`src/rtl/dec_return_addr_stack.sv`:
```
// Return-address stack for the decode stage.
// CALL pushes PC+4. RET pops the predicted return target.
// CALL together with RET swaps the top entry (coroutine swap).
// FLUSH empties the stack.
// All outputs are registered and reflect the previous cycle's event.
// Optional feature: define RAS_CHECKPOINT_EN to add the CKPT_SAVE and
// CKPT_RESTORE ports, which snapshot and restore the tos pointer and count.
module dec_return_addr_stack #(
  parameter int unsigned ADDR_W = 40,
  parameter int unsigned DEPTH  = 8
) (
  input  logic              CLK,
  input  logic              RST,
  input  logic [ADDR_W-1:0] PC,
  input  logic              CALL,
  input  logic              RET,
  input  logic              FLUSH,
`ifdef RAS_CHECKPOINT_EN
  input  logic              CKPT_SAVE,
  input  logic              CKPT_RESTORE,
`endif
  output logic              RET_valid,
  output logic [ADDR_W-1:0] RET_target_addr,
  output logic              OVERFLOW
);

  localparam int unsigned    PTR_W   = $clog2(DEPTH);
  localparam logic [PTR_W:0] CNT_MAX = (PTR_W+1)'(DEPTH);
  localparam logic [PTR_W:0] CNT_ONE = (PTR_W+1)'(1);

  typedef enum logic [2:0] {
    OP_NONE,
    OP_FLUSH,
    OP_RESTORE,
    OP_PUSH,
    OP_POP,
    OP_SWAP
  } op_e;

  logic [ADDR_W-1:0] stack [DEPTH];
  logic [PTR_W-1:0]  tos, tos_nxt;
  logic [PTR_W:0]    count, count_nxt;
  logic              wr_en;
  logic [PTR_W-1:0]  wr_idx;
  logic [ADDR_W-1:0] link;
  logic              valid_nxt;
  logic [ADDR_W-1:0] target_nxt;
  logic              ovf_nxt;
  op_e               op;

`ifdef RAS_CHECKPOINT_EN
  logic [PTR_W-1:0]  ckpt_tos;
  logic [PTR_W:0]    ckpt_count;
`endif

  assign link = PC + ADDR_W'(4);

  // Resolve the operation for this cycle by priority.
  always_comb begin
    op = OP_NONE;
    if (FLUSH)
      op = OP_FLUSH;
`ifdef RAS_CHECKPOINT_EN
    else if (CKPT_RESTORE)
      op = OP_RESTORE;
`endif
    else if (CALL && RET)
      op = OP_SWAP;
    else if (CALL)
      op = OP_PUSH;
    else if (RET)
      op = OP_POP;
  end

  // Compute the next pointer, count, entry write and output values.
  always_comb begin
    tos_nxt    = tos;
    count_nxt  = count;
    wr_en      = 1'b0;
    wr_idx     = tos;
    valid_nxt  = 1'b0;
    target_nxt = RET_target_addr;
    ovf_nxt    = 1'b0;
    case (op)
      OP_FLUSH: begin
        tos_nxt    = '0;
        count_nxt  = '0;
        target_nxt = '0;
      end
`ifdef RAS_CHECKPOINT_EN
      OP_RESTORE: begin
        tos_nxt   = ckpt_tos;
        count_nxt = ckpt_count;
      end
`endif
      OP_PUSH: begin
        // When full, the slot after tos holds the oldest entry and is overwritten.
        tos_nxt = tos + 1'b1;
        wr_en   = 1'b1;
        wr_idx  = tos + 1'b1;
        if (count == CNT_MAX)
          ovf_nxt = 1'b1;
        else
          count_nxt = count + 1'b1;
      end
      OP_POP: begin
        if (count != '0) begin
          valid_nxt  = 1'b1;
          target_nxt = stack[tos];
          tos_nxt    = tos - 1'b1;
          count_nxt  = count - 1'b1;
        end else begin
          target_nxt = '0;
        end
      end
      OP_SWAP: begin
        // The old top is read before it is replaced, and tos does not move.
        wr_en  = 1'b1;
        wr_idx = tos;
        if (count != '0) begin
          valid_nxt  = 1'b1;
          target_nxt = stack[tos];
        end else begin
          count_nxt = CNT_ONE;
        end
      end
      default: ;
    endcase
  end

  // Pointer, count, output and checkpoint registers.
  always_ff @(posedge CLK) begin
    if (RST) begin
      tos             <= '0;
      count           <= '0;
      RET_valid       <= 1'b0;
      RET_target_addr <= '0;
      OVERFLOW        <= 1'b0;
`ifdef RAS_CHECKPOINT_EN
      ckpt_tos        <= '0;
      ckpt_count      <= '0;
`endif
    end else begin
      tos             <= tos_nxt;
      count           <= count_nxt;
      RET_valid       <= valid_nxt;
      RET_target_addr <= target_nxt;
      OVERFLOW        <= ovf_nxt;
`ifdef RAS_CHECKPOINT_EN
      if (CKPT_SAVE) begin
        ckpt_tos   <= tos_nxt;
        ckpt_count <= count_nxt;
      end
`endif
    end
  end

  // Entry storage. Reset does not clear the entries.
  always_ff @(posedge CLK) begin
    if (!RST && wr_en)
      stack[wr_idx] <= link;
  end

endmodule

```
`config.mk`:
```
export PLATFORM = sky130hd
export DESIGN_NAME = dec_return_addr_stack
export DESIGN_NICKNAME = d
export VERILOG_FILES = /design/src/rtl/dec_return_addr_stack.sv
export SDC_FILE = /design/constraint.sdc
export NUM_CORES = 1
export LEC_CHECK = 0
export ABC_CLOCK_PERIOD_IN_PS = 4980
export BUFFER_PORTS_ARGS = -buffer_cell sky130_fd_sc_hd__buf_2
export CAP_MARGIN = 20
export CORE_MARGIN = 2
export CORE_UTILIZATION = 30
export DETAILED_ROUTE_END_ITERATION = 6
export PLACE_DENSITY = 0.54
export SYNTH_ARGS = -nofsm -noshare
export SYNTH_HDL_FRONTEND = slang
export SYNTH_SLANG_ARGS = --single-unit
```
`constraint.sdc`:
```
create_clock -name CLK -period 4.98 [get_ports CLK]
set_clock_uncertainty 0.1 [all_clocks]
set_input_delay 0.498 -clock CLK [delete_from_list [all_inputs] [get_ports CLK]]
set_output_delay 0.498 -clock CLK [all_outputs]
set_load 0.01 [all_outputs]
```
==> run metrics <==
status completed; Die Footprint about 51000 um^2; async set-reset flop share out of synthesis 0%; placed cell area between 15000 and 20000 um^2; global route total overflow 0; crit-path max FO 40; aggregate global-route resource usage 12.9%; Worst-path clk slew 0.06 ns; Final Instance Count excl. Fillers between 1.5k and 2k; Final Instance Area 17400 um^2; cells on worst reg2reg path 7; fin crit share 59.8%; Worst slew margin 29.3%; DIE HEIGHT 225 um; Ys Warns 0; Critical path origin tos[0]; Post-CTS Setup Bufs 0; row cnt slightly above 80; final setup violation count 0; Switching Fraction 20.8%; Most used DFF post-synth edfxtp_1; Root Buffer clkbuf_16; Post-Synthesis Cells 769; Worst-Skew Late Latency 0.55 ns; Core Area approximately 49000 um^2; origin of the critical flop-to-flop path tos[0]; Psw 1450 uW; sequential power share 49.5%; Pre-antenna DRT Iters 5; largest net degree at the start of global routing 67; hold_buf cts 0; Final min period 2.98 ns; Layout area overhead 18.5%; worst hold path class in2reg; Initial Utilization 30.2%; final max-slew violation count 0; Worst Path Required 5.04 ns; Final WS setup 2.00 ns; via/cell ratio ~4.9; Place WS 1.46 ns; Clk pwr share 46.1%; post-route ant nets 0; Cell variety after synth 51; DRC viols 0; RSZ-0062 raised after global routing no; crit path to stack[4][12]; Layout Nets roughly 930; VDD IR max 0.000238 V; max cap viols 0; Max Clk Rate 336 MHz; DR iter-0 viols 578; Crit Path Class reg2reg; post-synthesis sequential area ratio ~72%; Worst R2R Setup Slack about 2 ns; WL final 32.4 mm; n_diodes 0; syn_nets just over 800; post-detail-place hpwl 19.5 mm; GP Congestion roughly 0.73; first-pass GRT wire length 48.7 mm; PD cells 400 nW/um^2; CTS max path bufs 3; vias in the first global route 7677; DR vias 7426; share of layout cells above drive strength 1 about 30%; I/O Buffers 86; register bit total from synthesis 372; setup TNS 0 ns; mean area per synthesized cell 19.1 um^2; Critical Path Sink Type flip-flop; # resized after CTS 0; Placed Cells 1455; critical path arrival 3.04 ns; Sink Count 372; Least-Margin Pin Slew 1.06 ns; final-report hold violation count 0; Comb pwr share 4.4%; Pleak 0.00551 uW; RR Endpoint stack[4][12]; post-synthesis instance area 14700 um^2; cell internal pwr around 5500 uW; CTS tree yes; routed len/inst 21.2 um; initial antenna violation count 0; number of flops mapped to enable cells by yosys 320; I/O pins 87; startpoint types flip-flop; Layout fillers roughly 4.5k; H-tree levels 2; Num CTS Buffers 42; Die Wd 225 um
==> critical path: stages, from the launching register on <==
cell and delay [ns]:
dfxtp_1 0.37, inv_1 0.08, ha_1 0.37, or4b_1 0.54
o22ai_1 0.20, a32oi_1 0.17, nor2_4 0.15, buf_4 0.59
==> cell type report <==
type                       instances  area [um^2]  area share [%]
sequential                       372        10700            61.1
clock buffer                      54         1170            6.70
inverter                          10         37.5           0.215
clock inverter                    22          283            1.62
multi-input combinational        348         3920            22.5
timing repair buffer             103          583            3.34
tap                              622          778            4.46
==> registers in the layout, summed over array words and instances (netlist names), named ones only <==
name             flops
RET_valid            1
OVERFLOW             1
tos                  3
RET_target_addr     40
count                4
stack              320
==> through the flow <==
stage	hold slack [ns]	util, %	power, uW
2_1_floorplan	0.391	-	3700
3_3_place_gp	0.343	32.9	3820
3_5_place_dp	0.345	32.9	3830
4_1_cts	0.0790	35.8	7080
5_1_grt	0.110	35.8	7200
6_report	0.125	35.8	6970
==> power groups by stage <==
stage / logic [uW] / registers, uW / clock network, uW
finish: 304 / 3450 / 3210
global placement: 306 / 3520 / 0
CTS: 311 / 3450 / 3310
detailed placement: 310 / 3520 / 0
global route: 333 / 3460 / 3410
floorplan: 208 / 3490 / 0
==> synthesized netlist by cell type, drive strengths merged, types with 2 or more instances <==
master	n	area share, %
a21oi	7	0.24
nor3	5	0.24
clkbuf	15	0.38
nand4	25	1.1
nand2	18	0.46
xor2	10	0.60
a211oi	3	0.19
inv	10	0.26
nor3b	2	0.14
o2bb2ai	41	2.4
or4b	2	0.16
and2	3	0.13
o22ai	2	0.085
nand2b	2	0.085
mux2i	43	2.9
nor4b	2	0.12
nor4	4	0.17
mux4	80	12
nor2b	2	0.085
buf	24	0.83
nand3	12	0.41
ha	6	0.51
dfxtp	52	7.1
edfxtp	320	65
and4	2	0.12
a32oi	2	0.12
xnor2	29	1.7
nor2	24	0.61
and3	6	0.26
==> worst min path at each step <==
stage          cells past startpoint                start             endpoint
2_1_floorplan                      1   RET_target_addr[0]   RET_target_addr[0]
3_3_place_gp                       1  RET_target_addr[17]  RET_target_addr[17]
3_5_place_dp                       1   RET_target_addr[2]   RET_target_addr[2]
4_1_cts                            2                  RST             count[3]
5_1_grt                            2                  RST             count[3]
6_report                           2                  RST             count[3]
==> cell families (layout without fill, tap and decap cells) <==
family	after synthesis	in the layout	share of synthesized area (%)
AOI/OAI and AO/OA	65	65	3.66
xor gates and xnor gates	39	39	2.32
adders and majority gates	7	7	0.646
buffers and inverters	49	189	1.47
DFF	372	372	72.4
muxes	123	123	15.2
and+or+nand+nor	114	114	4.33
==> metal layers <==
metal | vias up | track usage (%) | part of all wire, %
met5 | - | 0 | 0
met4 | 0 | 3.63 | 1.7
met3 | 39 | 2.61 | 4.8
met2 | 177 | 20.7 | 47
met1 | 3828 | 17.8 | 46
li1 | 3382 | - | -
==> layout by cell type, fill, tap and decap left out, types with 12 or more instances in the layout <==
cell type,count
mux4_2,80
nand4_1,25
nor2_1,16
dfxtp_1,49
o2bb2ai_1,41
buf_2,86
nand2_1,17
mux2i_1,43
edfxtp_1,320
clkbuf_16,43
xnor2_1,29
nand3_1,12
buf_4,15
No activity file was read; power rests on OpenSTA's default activity.
